--- config.mk ---
export PLATFORM = sky130hd
export DESIGN_NAME = vector_mem_responder
export DESIGN_NICKNAME = d
export VERILOG_FILES = /design/src/rtl/vector_mem_responder.sv
export SDC_FILE = /design/constraint.sdc
export NUM_CORES = 1
export LEC_CHECK = 0
export BUFFER_PORTS_ARGS = -buffer_cell sky130_fd_sc_hd__buf_2
export CAP_MARGIN = 25
export CORE_AREA = 5 5 266 268
export DETAILED_ROUTE_END_ITERATION = 7
export DIE_AREA = 0 0 271 273
export PLACE_DENSITY = 0.62
export REMOVE_ABC_BUFFERS = 1
export SLEW_MARGIN = 30
export SYNTH_ARGS = -nofsm -noshare
export SYNTH_HDL_FRONTEND = slang
export SYNTH_SLANG_ARGS = --single-unit
--- constraint.sdc ---
create_clock -name clk -period 3.47 [get_ports clk]
set_clock_uncertainty 0.2 [all_clocks]
set_input_delay 0.1735 -clock clk [delete_from_list [all_inputs] [get_ports clk]]
set_output_delay 0.1735 -clock clk [all_outputs]
set_load 0.01 [all_outputs]
--- src/rtl/vector_mem_responder.sv ---
// Purpose : accepts one scalar or vector load/store from the core and serializes it into
//           word-wide element requests toward the data cache, gathering load data back.
// Latency : capture -> ISSUE next edge; each element costs >= 2 edges (handshake, response);
//           done shows 1+2N cycles after capture when downstream never stalls (N=0 -> 1 cycle).
// Backpressure: d_req_ready low holds ISSUE with all d_req_* fields stable; core requests
//           are ignored until the responder returns to IDLE.
// Ports   : core side  - mem_vis_enabled/memory_vis_signal/is_vector/data_type/vector_length,
//                        mem_data_addr, mem_write_*_data in; mem_read_*_data, mem_vis_status out.
//           cache side - d_req_valid/ready/write/addr/size/wdata out, d_resp_valid/rdata in.
module vector_mem_responder #(
   parameter int ADDR_WIDTH       = 17,
   parameter int LEN              = 32,
   parameter int VECTOR_SIZE      = 8,
   parameter int ENTRY_INDEX_SIZE = 3
) (
   input  logic                          clk,
   input  logic                          rst,
   input  logic                          mem_vis_enabled,
   input  logic [1:0]                    memory_vis_signal,
   input  logic                          is_vector,
   input  logic [2:0]                    data_type,
   input  logic [ENTRY_INDEX_SIZE:0]     vector_length,
   input  logic [ADDR_WIDTH-1:0]         mem_data_addr,
   input  logic [LEN-1:0]                mem_write_scalar_data,
   input  logic [LEN*VECTOR_SIZE-1:0]    mem_write_vector_data,
   output logic [LEN-1:0]                mem_read_scalar_data,
   output logic [LEN*VECTOR_SIZE-1:0]    mem_read_vector_data,
   output logic [1:0]                    mem_vis_status,
   output logic                          d_req_valid,
   input  logic                          d_req_ready,
   output logic                          d_req_write,
   output logic [ADDR_WIDTH-1:0]         d_req_addr,
   output logic [1:0]                    d_req_size,
   output logic [LEN-1:0]                d_req_wdata,
   input  logic                          d_resp_valid,
   input  logic [LEN-1:0]                d_resp_rdata
);

   typedef enum logic [1:0] {S_IDLE, S_ISSUE, S_WAIT, S_DONE} state_t;

   localparam logic [ENTRY_INDEX_SIZE:0] VEC_N = (ENTRY_INDEX_SIZE+1)'(VECTOR_SIZE);

   state_t                       state_q, state_d;
   logic [ADDR_WIDTH-1:0]        base_q, base_d;
   logic                         write_q, write_d;
   logic                         vec_q, vec_d;
   logic [1:0]                   size_q, size_d;
   logic [ENTRY_INDEX_SIZE:0]    n_q, n_d;
   logic [ENTRY_INDEX_SIZE:0]    idx_q, idx_d;
   // Scalar store data is parked in slot 0 so one mux serves both access kinds.
   logic [LEN*VECTOR_SIZE-1:0]   wvec_q, wvec_d;
   logic [LEN-1:0]               rd_scalar_q, rd_scalar_d;
   logic [LEN*VECTOR_SIZE-1:0]   rd_vec_q, rd_vec_d;

   logic                         capture;
   logic [ENTRY_INDEX_SIZE:0]    n_cap;
   logic [ENTRY_INDEX_SIZE:0]    idx_nxt;
   logic [ENTRY_INDEX_SIZE-1:0]  slot;
   logic [LEN-1:0]               rd_elem;
   logic [ADDR_WIDTH-1:0]        offs;

   assign capture = mem_vis_enabled && (memory_vis_signal == 2'b01 || memory_vis_signal == 2'b10);
   assign n_cap   = !is_vector ? (ENTRY_INDEX_SIZE+1)'(1)
                  : (vector_length > VEC_N) ? VEC_N : vector_length;
   assign idx_nxt = idx_q + 1'b1;
   assign slot    = idx_q[ENTRY_INDEX_SIZE-1:0];
   // Element stride is 1/2/4 bytes; the sum wraps naturally at ADDR_WIDTH bits.
   assign offs    = ADDR_WIDTH'(idx_q) << size_q;

   always_comb begin
      case (size_q)
         2'b00:   rd_elem = {{(LEN-8){1'b0}}, d_resp_rdata[7:0]};
         2'b01:   rd_elem = {{(LEN-16){1'b0}}, d_resp_rdata[15:0]};
         default: rd_elem = d_resp_rdata;
      endcase
   end

   always_comb begin
      state_d     = state_q;
      base_d      = base_q;
      write_d     = write_q;
      vec_d       = vec_q;
      size_d      = size_q;
      n_d         = n_q;
      idx_d       = idx_q;
      wvec_d      = wvec_q;
      rd_scalar_d = rd_scalar_q;
      rd_vec_d    = rd_vec_q;
      case (state_q)
         S_IDLE: begin
            if (capture) begin
               base_d      = mem_data_addr;
               write_d     = (memory_vis_signal == 2'b10);
               vec_d       = is_vector;
               size_d      = (data_type == 3'b000) ? 2'b00 :
                             (data_type == 3'b001) ? 2'b01 : 2'b10;
               n_d         = n_cap;
               idx_d       = '0;
               wvec_d      = is_vector ? mem_write_vector_data
                                       : {{(LEN*(VECTOR_SIZE-1)){1'b0}}, mem_write_scalar_data};
               rd_scalar_d = '0;
               rd_vec_d    = '0;
               state_d     = (n_cap == '0) ? S_DONE : S_ISSUE;
            end
         end
         S_ISSUE: begin
            if (d_req_ready) state_d = S_WAIT;
         end
         S_WAIT: begin
            if (d_resp_valid) begin
               if (!write_q) begin
                  if (vec_q) rd_vec_d[slot*LEN +: LEN] = rd_elem;
                  else       rd_scalar_d               = rd_elem;
               end
               idx_d   = idx_nxt;
               state_d = (idx_nxt < n_q) ? S_ISSUE : S_DONE;
            end
         end
         S_DONE:  state_d = S_IDLE;
         default: state_d = S_IDLE;
      endcase
   end

   always_ff @(posedge clk or negedge rst) begin
      if (!rst) begin
         state_q     <= S_IDLE;
         base_q      <= '0;
         write_q     <= 1'b0;
         vec_q       <= 1'b0;
         size_q      <= '0;
         n_q         <= '0;
         idx_q       <= '0;
         wvec_q      <= '0;
         rd_scalar_q <= '0;
         rd_vec_q    <= '0;
      end else begin
         state_q     <= state_d;
         base_q      <= base_d;
         write_q     <= write_d;
         vec_q       <= vec_d;
         size_q      <= size_d;
         n_q         <= n_d;
         idx_q       <= idx_d;
         wvec_q      <= wvec_d;
         rd_scalar_q <= rd_scalar_d;
         rd_vec_q    <= rd_vec_d;
      end
   end

   // Request fields are zeroed outside ISSUE so the cache port is quiet when idle.
   assign d_req_valid          = (state_q == S_ISSUE);
   assign d_req_write          = d_req_valid & write_q;
   assign d_req_addr           = d_req_valid ? base_q + offs : '0;
   assign d_req_size           = d_req_valid ? size_q : 2'b00;
   assign d_req_wdata          = (d_req_valid && write_q) ? wvec_q[slot*LEN +: LEN] : '0;
   assign mem_read_scalar_data = rd_scalar_q;
   assign mem_read_vector_data = rd_vec_q;
   assign mem_vis_status       = (state_q == S_IDLE) ? 2'b00 :
                                 (state_q == S_DONE) ? 2'b10 : 2'b01;

endmodule

==> results of run 1 <==
## Yosys cell counts, types with 8 or more instances
library cell / number
xor2_1: 8
inv_1: 17
nand4_1: 9
and2_1: 8
nand2_1: 688
a22o_1: 59
dfrtp_1: 575
nand2b_1: 10
mux2i_1: 39
buf_2: 30
a21oi_1: 47
o31ai_1: 32
ha_1: 22
o2bb2ai_2: 20
o21ai_0: 329
nor3_1: 9
mux2_2: 19
mux4_2: 64
buf_1: 20
or3_1: 11
nand3_1: 83
nor2_1: 23
clkbuf_1: 152
o2bb2ai_1: 116
## critical path, delay by kind of cell (launching register included)
kind	cells	cell delay, ps
flops	1	440
compound gates	1	380
mux	1	300
buf+inv	3	1150
simple gates	1	60
## what timing repair did
action	CTS	global route
gates resized for setup	10	15
hold buffers	403	0
pin swaps	5	4
setup buffers	6	2
hold endpoints to repair	874	0
endpoints found under the setup margin	15	9
## flip-flops by register name (all words and copies together), names as in the netlist
signal,count
write_q,1
size_q,2
vec_q,1
mem_read_vector_data,256
wvec_q,256
state_q,2
idx_q,4
base_q,17
mem_read_scalar_data,32
n_q,4
## per-layer routing
metal	vias to the layer above	global-route usage (%)	part of all wire, %
li1	10682	-	-
met1	11406	31.5	40
met2	1128	41.9	49
met3	200	4.84	7.2
met4	0	8.40	3.5
met5	-	0	0
## path summary, 6_finish.rpt
kind,to,cells past startpoint,slack (ps),startpoint
min reg2reg,mem_read_scalar_data[19],2,270,mem_read_scalar_data[19]
max reg2reg,state_q[1],10,370,idx_q[0]
max,d_req_wdata[6],6,100,idx_q[1]
max in group asynchronous,wvec_q[204],4,1210,rst
min,wvec_q[199],3,30,is_vector
min in group asynchronous,wvec_q[125],3,470,rst
## metrics by stage
stage | setup WS [ps] | power, mW
detailed placement | 356 | 17.4
CTS | 17.2 | 25.1
finish | 104 | 25.2
global placement | 393 | 17.3
global route | -44.5 | 26.6
floorplan | -9500 | 15.0
## where the power goes
| part | total (mW) | switching (mW) | internal [mW] |
|---|---|---|---|
| sequential | 9.18 | 0.940 | 8.24 |
| clock | 7.19 | 2.76 | 4.43 |
| combinational | 8.82 | 5.45 | 3.37 |
## cell families (layout without fill, tap and decap cells)
| family | after synthesis | count (layout) | synth area share [%] |
|---|---|---|---|
| xor gates and xnor gates | 9 | 9 | 0.309 |
| DFF | 575 | 575 | 56.4 |
| AOI/OAI and AO/OA | 628 | 628 | 16.3 |
| muxes | 122 | 122 | 8.02 |
| other | 0 | 7 | 0 |
| adders and majority gates | 23 | 23 | 1.16 |
| buffers and inverters | 224 | 1313 | 3.55 |
| and+or+nand+nor | 873 | 873 | 14.2 |
## layout make-up
| type | count | share of cell area, % |
|---|---|---|
| flip-flops and latches | 575 | 39.5 |
| multi-input cells | 1655 | 28.3 |
| inverters | 18 | 0.185 |
| well taps | 882 | 3.03 |
| clock inverters | 25 | 1.08 |
| diodes | 7 | 0.0481 |
| clock buffers | 88 | 5.07 |
| repair buffers | 1182 | 22.8 |
==> results by stage, run 1 <==
Final layout:
- Fill cells in the final layout number 5844.
- The core occupancy in the finished layout is a little over half.
- The net count reported at finish is 3867.
- The finished cells cover about 0.036 mm2.
- Leaving out fill and tap cells, the most frequent cell in the layout is buf_2.
- The sequential cells in the finished layout cover a total of around 0.014 mm2.
- The area growth from synthesis to layout is 42.9%.
- The post-route netlist has between 20 and 30% of its cells at a drive strength greater than 1.
- The multi-input combinational cells in the finished layout cover a total of between 0.01 and 0.015 mm2.
- Leaving out fill and tap cells, the most frequent cells in the layout are 692 x buf_2, 686 x nand2_1, 570 x dfrtp_1, 403 x dlygate4sd3_1, 324 x o21ai_0.
- The count of placed standard cells in the final layout, fillers left out is 4432.

Drt:
- The antenna violation net count after detailed routing is 0.
- The routed design has 93.8 mm of wire.
- The via density per instance is 5.28.
- For this run, design rule violations remaining after detail routing come to 0.
- In the final routed layout, each cell accounts on average for approximately 21 um.
- The routed layout has between 20k and 25k vias.
- The first TritonRoute pass finished after 5 iterations.
- The violation count after the first detailed-routing iteration is 1899.

Worst setup path:
- For the worst setup path, the data required time is 3100 ps.
- Walking the worst path, the cells encountered are buf_4, buf_6, mux4_2, nand2_1, a21oi_1, buf_2.
- The category of the most critical setup path is flop to output pin.
- Of all nets on the critical path, the largest fanout is 39.
- The critical path data arrival time is 2990 ps.
- The slowest stage of the critical path belongs to the cell buf_6.
- On the worst path, the slowest cell contributes a delay of 490 ps.
- The kind of end point of the critical path is an output pin.
- STA classifies the critical path startpoint as a flop.

Synth:
- The count of flip-flops with a built-in enable after synthesis is 0.
- The share of flip-flops with an asynchronous set or reset is 100%.
- After synthesis, the largest area contributor takes up around 56% of total cell area.
- The post-synthesis area per instance is 10.4 um2.
- By area the synthesized netlist is led by dfrtp_1 56%, nand2_1 10%, o21ai_0 6.5%, mux4_2 5.7%, o2bb2ai_1 4.0%.
- The number of distinct library cells after synthesis is 55.
- The mapped cell area is approximately 0.026 mm2.
- Yosys printed 0 warnings.
- After technology mapping, the gate count stands at approximately 2.5k.
- The number of synthesized register bits is approximately 580.
- For this run, the leading register cell type out of synthesis is dfrtp_1.
- The sequential share of the synthesized area is a little under three fifths.
- Summed over all instances, the cell type with the most area after synthesis is dfrtp_1.

Run:
- Across the run, the number of max-cap violations was 0.

Min path:
- The type of the most critical hold path is input port to flop.

Clock tree:
- The clock tree from TritonCTS is yes.
- The clock net in this run drives a total of 575 sinks.
- The clock passes through at most 3 buffers.
- The number of clock buffers added by TritonCTS is 60.
- The total number of H-tree levels is 2.
- The clock reaches the later pin of the worst-skew pair after 620 ps.
- The clock input transition at the sequential cells of the worst setup and hold paths is 60 ps.
- The master cell of the clock root buffer is clkbuf_16.

Die:
- Pin placement for this block handled between 600 and 700 I/O pins.
- The die covers about 0.074 mm2.
- The die boundary width is around 270 um.
- The row count is between 90 and 100.
- In this run the vertical extent of the chip is 273 um.
- The initial cell density of the core is a little under two fifths.
- The core footprint is between 0.06 and 0.07 mm2.

Global routing:
- The via count of the first global-routing pass is 23.9k.
- Global routing used 24.6% of the available tracks across all layers.
- The wire length of the first global-routing pass is 143 mm.
- The number of antenna violations at the first check in global routing is 6.
- The largest net degree at the start of global routing is 228.
- The total congestion overflow is 0.

STA:
- The shortest period the worst path allows is 3370 ps.
- The transition time of the tightest slew-check pin is approximately 810 ps.
- The sum of negative setup slack is 0 ps.
- Setup repair after global routing could not meet its margin everywhere.
- The number of hold violations in the final report was 0.
- The maximum clock frequency is between 200 and 300 MHz.
- Measured against its own limit, the worst slew margin works out to 46.0%.
- The total count of max-transition violations in the final report is 0.
- The hold slack is 25.9 ps.
- Setup violations remaining at the end of the flow were counted as 0.
- The fraction of the cycle the final worst path needs is between 90% and 100%.

Place:
- The placed instances occupy a cell area of 0.0300 mm2.
- At the end of routability-driven placement, the weighted congestion stood at 0.850.
- The count of buffers added on input and output ports is 694.
- The total instance count after detailed placement is approximately 3.9k.
- The placed wire-length estimate after detailed placement is 62.6 mm.

Power:
- The worst supply voltage drop on vdd is 0.000646 V.
- Dividing total power by cell area gives a power density of 691 mW/mm2.
- The leakage power is 17.7 nW.

Run status:
- The run finished with clean final reports.
(Power assumes the default switching activity.)
==> run 2: changes to the inputs <==
--- a/config.mk
+++ b/config.mk
@@ -7,10 +7,10 @@
 export LEC_CHECK = 0
 export BUFFER_PORTS_ARGS = -buffer_cell sky130_fd_sc_hd__buf_2
 export CAP_MARGIN = 25
-export CORE_AREA = 5 5 266 268
+export CORE_AREA = 5 5 267 269
 export DETAILED_ROUTE_END_ITERATION = 7
-export DIE_AREA = 0 0 271 273
-export PLACE_DENSITY = 0.62
+export DIE_AREA = 0 0 272 274
+export PLACE_DENSITY = 0.59
 export REMOVE_ABC_BUFFERS = 1
 export SLEW_MARGIN = 30
 export SYNTH_ARGS = -nofsm -noshare
==> constraint.sdc (replaced) <==
create_clock -name clk -period 3.98 [get_ports clk]
set_clock_uncertainty 0.2 [all_clocks]
set_input_delay 0.199 -clock clk [delete_from_list [all_inputs] [get_ports clk]]
set_output_delay 0.199 -clock clk [all_outputs]
set_load 0.01 [all_outputs]
==> run 2 against run 1 <==
- first-iteration DRC count decreased by 10%
- non-clock buffer count decreased by 90
- global-route usage increased by 0.19 points
- clock power decreased by 15%
- critical path depth increased by 4
- sequential cell count unchanged
- wire length increased by 1.3%
- largest power group unchanged
- core utilization decreased by 1.5 points
- register-to-register slack improved by 370 ps
- highest routed layer is now met5
- sequential share of layout area increased by 1.0 points
- critical path type unchanged
- count of clock-buffer cells in the layout increased by 9
- setup slack improved by 110 ps
==> results by stage, run 2 (same netlist as run 1, synthesis figures left out) <==
Worst setup path:
- Along the worst path, the maximum fanout reaches 26.
- The endpoint of the worst register-to-register path is mem_read_vector_data[75].
- The critical path required time is 3580 ps.
- The highest-delay cell along the critical path is dfrtp_4.
- The kind of end point of the critical path is an output pin.
- The reg-to-reg setup timing slack is 740 ps.
- Walking the worst path, the cells encountered are buf_8, mux2i_1, o21ai_0, ha_1, o21ai_0, o211ai_1, nand2_1, nor3b_1, mux2i_1, buf_2.
- In this run the critical register-to-register path is launched from idx_q[2].
- Together, buffers and inverters on the worst path number 2.
- The critical path data arrival time is ~3400 ps.
- Counting cells, the worst reg-to-reg path comes to 6.
- For this run, the slowest stage of the critical path takes between 500 and 600 ps.
- The worst setup path is of the flop to output pin kind.
- The worst setup path is launched from a flop.
- Broken down by cell family, the worst path's largest delay share belongs to compound AO/OA/AOI/OAI gates.

Clock tree:
- The tree built by TritonCTS fans out to around 580 sinks.
- The clock tree from TritonCTS is yes.
- Counting the buffers created by CTS gives between 60 and 70.
- The later pin in the worst-skew pair is clocked with a latency of 570 ps.
- The master cell of the clock root buffer is clkbuf_16.
- Counting along the longest clock path gives a buffer depth of 3.
- Clock-pin slew was measured on the worst setup and hold paths at 50 ps.
- The total number of H-tree levels is 3.

Power:
- For this design the ratio of total power to cell area is 607 mW/mm2.
- The total power is 21.6 mW.
- The worst supply voltage drop on vdd is around 0.00047 V.
- In this run the static leakage power is 17.3 nW.

Drt:
- The average wire per standard cell is 21.9 um.
- The routed wire length is 95.0 mm.
- The routed layout has 23.1k vias.
- In the routed layout, each cell is associated on average with a via count of around 5.3.
- The first-pass iteration count of the detailed router is 6.
- The remaining routing DRC violations is 0.
- After the first detailed-routing iteration, the DRC count stood at 1710.
- The antenna violation net count after detailed routing is 0.

Min path:
- The count of cells along the worst hold path is 4.
- For hold timing, the worst endpoint is write_q.
- The startpoint of the most critical hold path is memory_vis_signal[0].
- The path class of the tightest hold or removal check is input port to flop.

STA:
- The total count of max-transition violations in the final report is 0.
- The setup violation total in the final timing report is 0.
- The number of hold violations in the final report is 0.
- The transition time of the tightest slew-check pin is between 900 and 1000 ps.
- The post-layout worst setup margin is roughly 220 ps.
- Setup repair after global routing could not meet its margin everywhere.
- Headroom to the max-slew limit came out at 36.9%.
- The fraction of the cycle the final worst path needs is 94.6%.
- For the finished layout, the period the worst path requires is between 3000 and 4000 ps.
- Based on the critical path, the design can be clocked at up to 266 MHz.

Die:
- The die span in y is 274 um.
- In this run the count of I/O pins placed on the die edge is around 700.
- The die is ~270 um wide.
- The region available for standard cell placement spans a little under 0.07 mm2.
- For this configuration, the core starts out at a cell density of approximately 37%.
- The row count is between 90 and 100.
- The overall die area is ~0.075 mm2.

Final layout:
- In the layout the commonest cells are 692 x buf_2, 684 x nand2_1, 571 x dfrtp_1, 351 x dlygate4sd3_1, 328 x o21ai_0.
- The layout-stage area growth over the synthesis result is 39.3%.
- In the final layout, the share of cells above drive strength 1 is 28.2%.
- Summing all multi-input logic gate instances after layout gives 0.0102 mm2.
- The count of fill cells added during filler insertion is 6006.
- The most common cell after layout, fill and taps aside is buf_2.
- The net count reported at finish is 3783.
- The combined flip-flop and latch cell area is 0.0144 mm2.

Place:
- Routability-driven placement finished with a final weighted congestion of 0.870.
- The placed wire-length estimate after detailed placement is 64.0 mm.
- OpenSTA, run right after detailed placement, puts the worst setup slack at 639 ps.
- The quantity of I/O buffers inserted on ports is between 600 and 700.

Run:
- Max-cap violations in this run came to 0.

Global routing:
- Global routing consumed, over all layers together, 24.7% of the routing resources.
- The number of antenna violations at the first check in global routing came to 6.
- Entering global routing, the biggest net connects 315 pins.
- The first global-routing pass estimated 144 mm of wire.
- The via count of the first global-routing pass was between 20k and 25k.
- After global routing the overflow that remains totals 0.

Run status:
- The flow ran to the end, and the final reports show no timing, DRC or antenna violations.
[run 2: cell types whose count changed in the layout (fill, tap and decap cells not counted), moves of 4 or more]
cell / previous run / this run
dlygate4sd3_1: 403 / 351
clkinv_8: 0 / 4
clkbuf_16: 61 / 69
clkbuf_8: 23 / 14
bufinv_16: 10 / 4
buf_4: 73 / 36
clkbuf_1: 5 / 15
o21ai_0: 324 / 328
inv_6: 4 / 0
[run 2: layer usage]
layer  vias up  global-route usage (%)  part of all wire, %
li1      10510                       -                    -
met1     11324                    30.8                   40
met2      1042                    41.9                   49
met3       224                    5.31                  7.2
met4         6                    10.6                  4.2
met5         -                       0                0.042
[run 2: layout make-up]
cell class              count  share of cell area [%]
inverters                  18                   0.190
repair buffers           1092                    21.1
multi-input cells        1655                    28.9
well taps                 882                    3.11
clock inverters            16                   0.641
clock buffers              97                    5.52
diodes                      5                  0.0352
flip-flops and latches    575                    40.5
[run 2: timing repair]
item	CTS	global route
hold buffers	351	0
buffers inserted	0	0
hold endpoints to repair	629	0
gates resized for setup	1	3
endpoints found under the setup margin	2	5
[run 2: tightest hold or removal path, delay by kind of cell]
kind,cells,cell delay [ps]
mux,1,180
fa+ha+maj,1,250
buf+inv,2,140
[run 2: metrics by stage]
stage                     utilization [%]  instance area [um2]  instances   TNS, ps  hold WS [ps]
final                                52.0                35500       4340         0          33.8
after global routing                 52.0                35500       4335     -28.0          52.4
after CTS                            51.9                35500       4334         0          6.97
after detailed placement             43.5                29800       3870         0           114
after global placement               43.5                29800       3870         0           103
after floorplan                         -                24700       2248  -2562280          -297
[run 2: power breakdown]
part           internal (mW)  total, mW  switching (mW)
Sequential              7.18       8.03           0.845
Clock                   3.68       6.11            2.42
Combinational           2.71       7.43            4.72
[run 2: how the worst max path moves through the flow]
| stage | slack, ps | cells after the start | endpoint | from |
|---|---|---|---|---|
| final | 220 | 10 | d_req_addr[13] | idx_q[1] |
| after global routing | -30 | 10 | d_req_addr[13] | idx_q[1] |
| after CTS | 90 | 10 | d_req_addr[11] | idx_q[1] |
| after detailed placement | 640 | 11 | d_req_addr[12] | idx_q[0] |
| after global placement | 690 | 11 | d_req_addr[12] | idx_q[0] |
| after floorplan | -8990 | 6 | mem_read_vector_data[223] | state_q[0] |
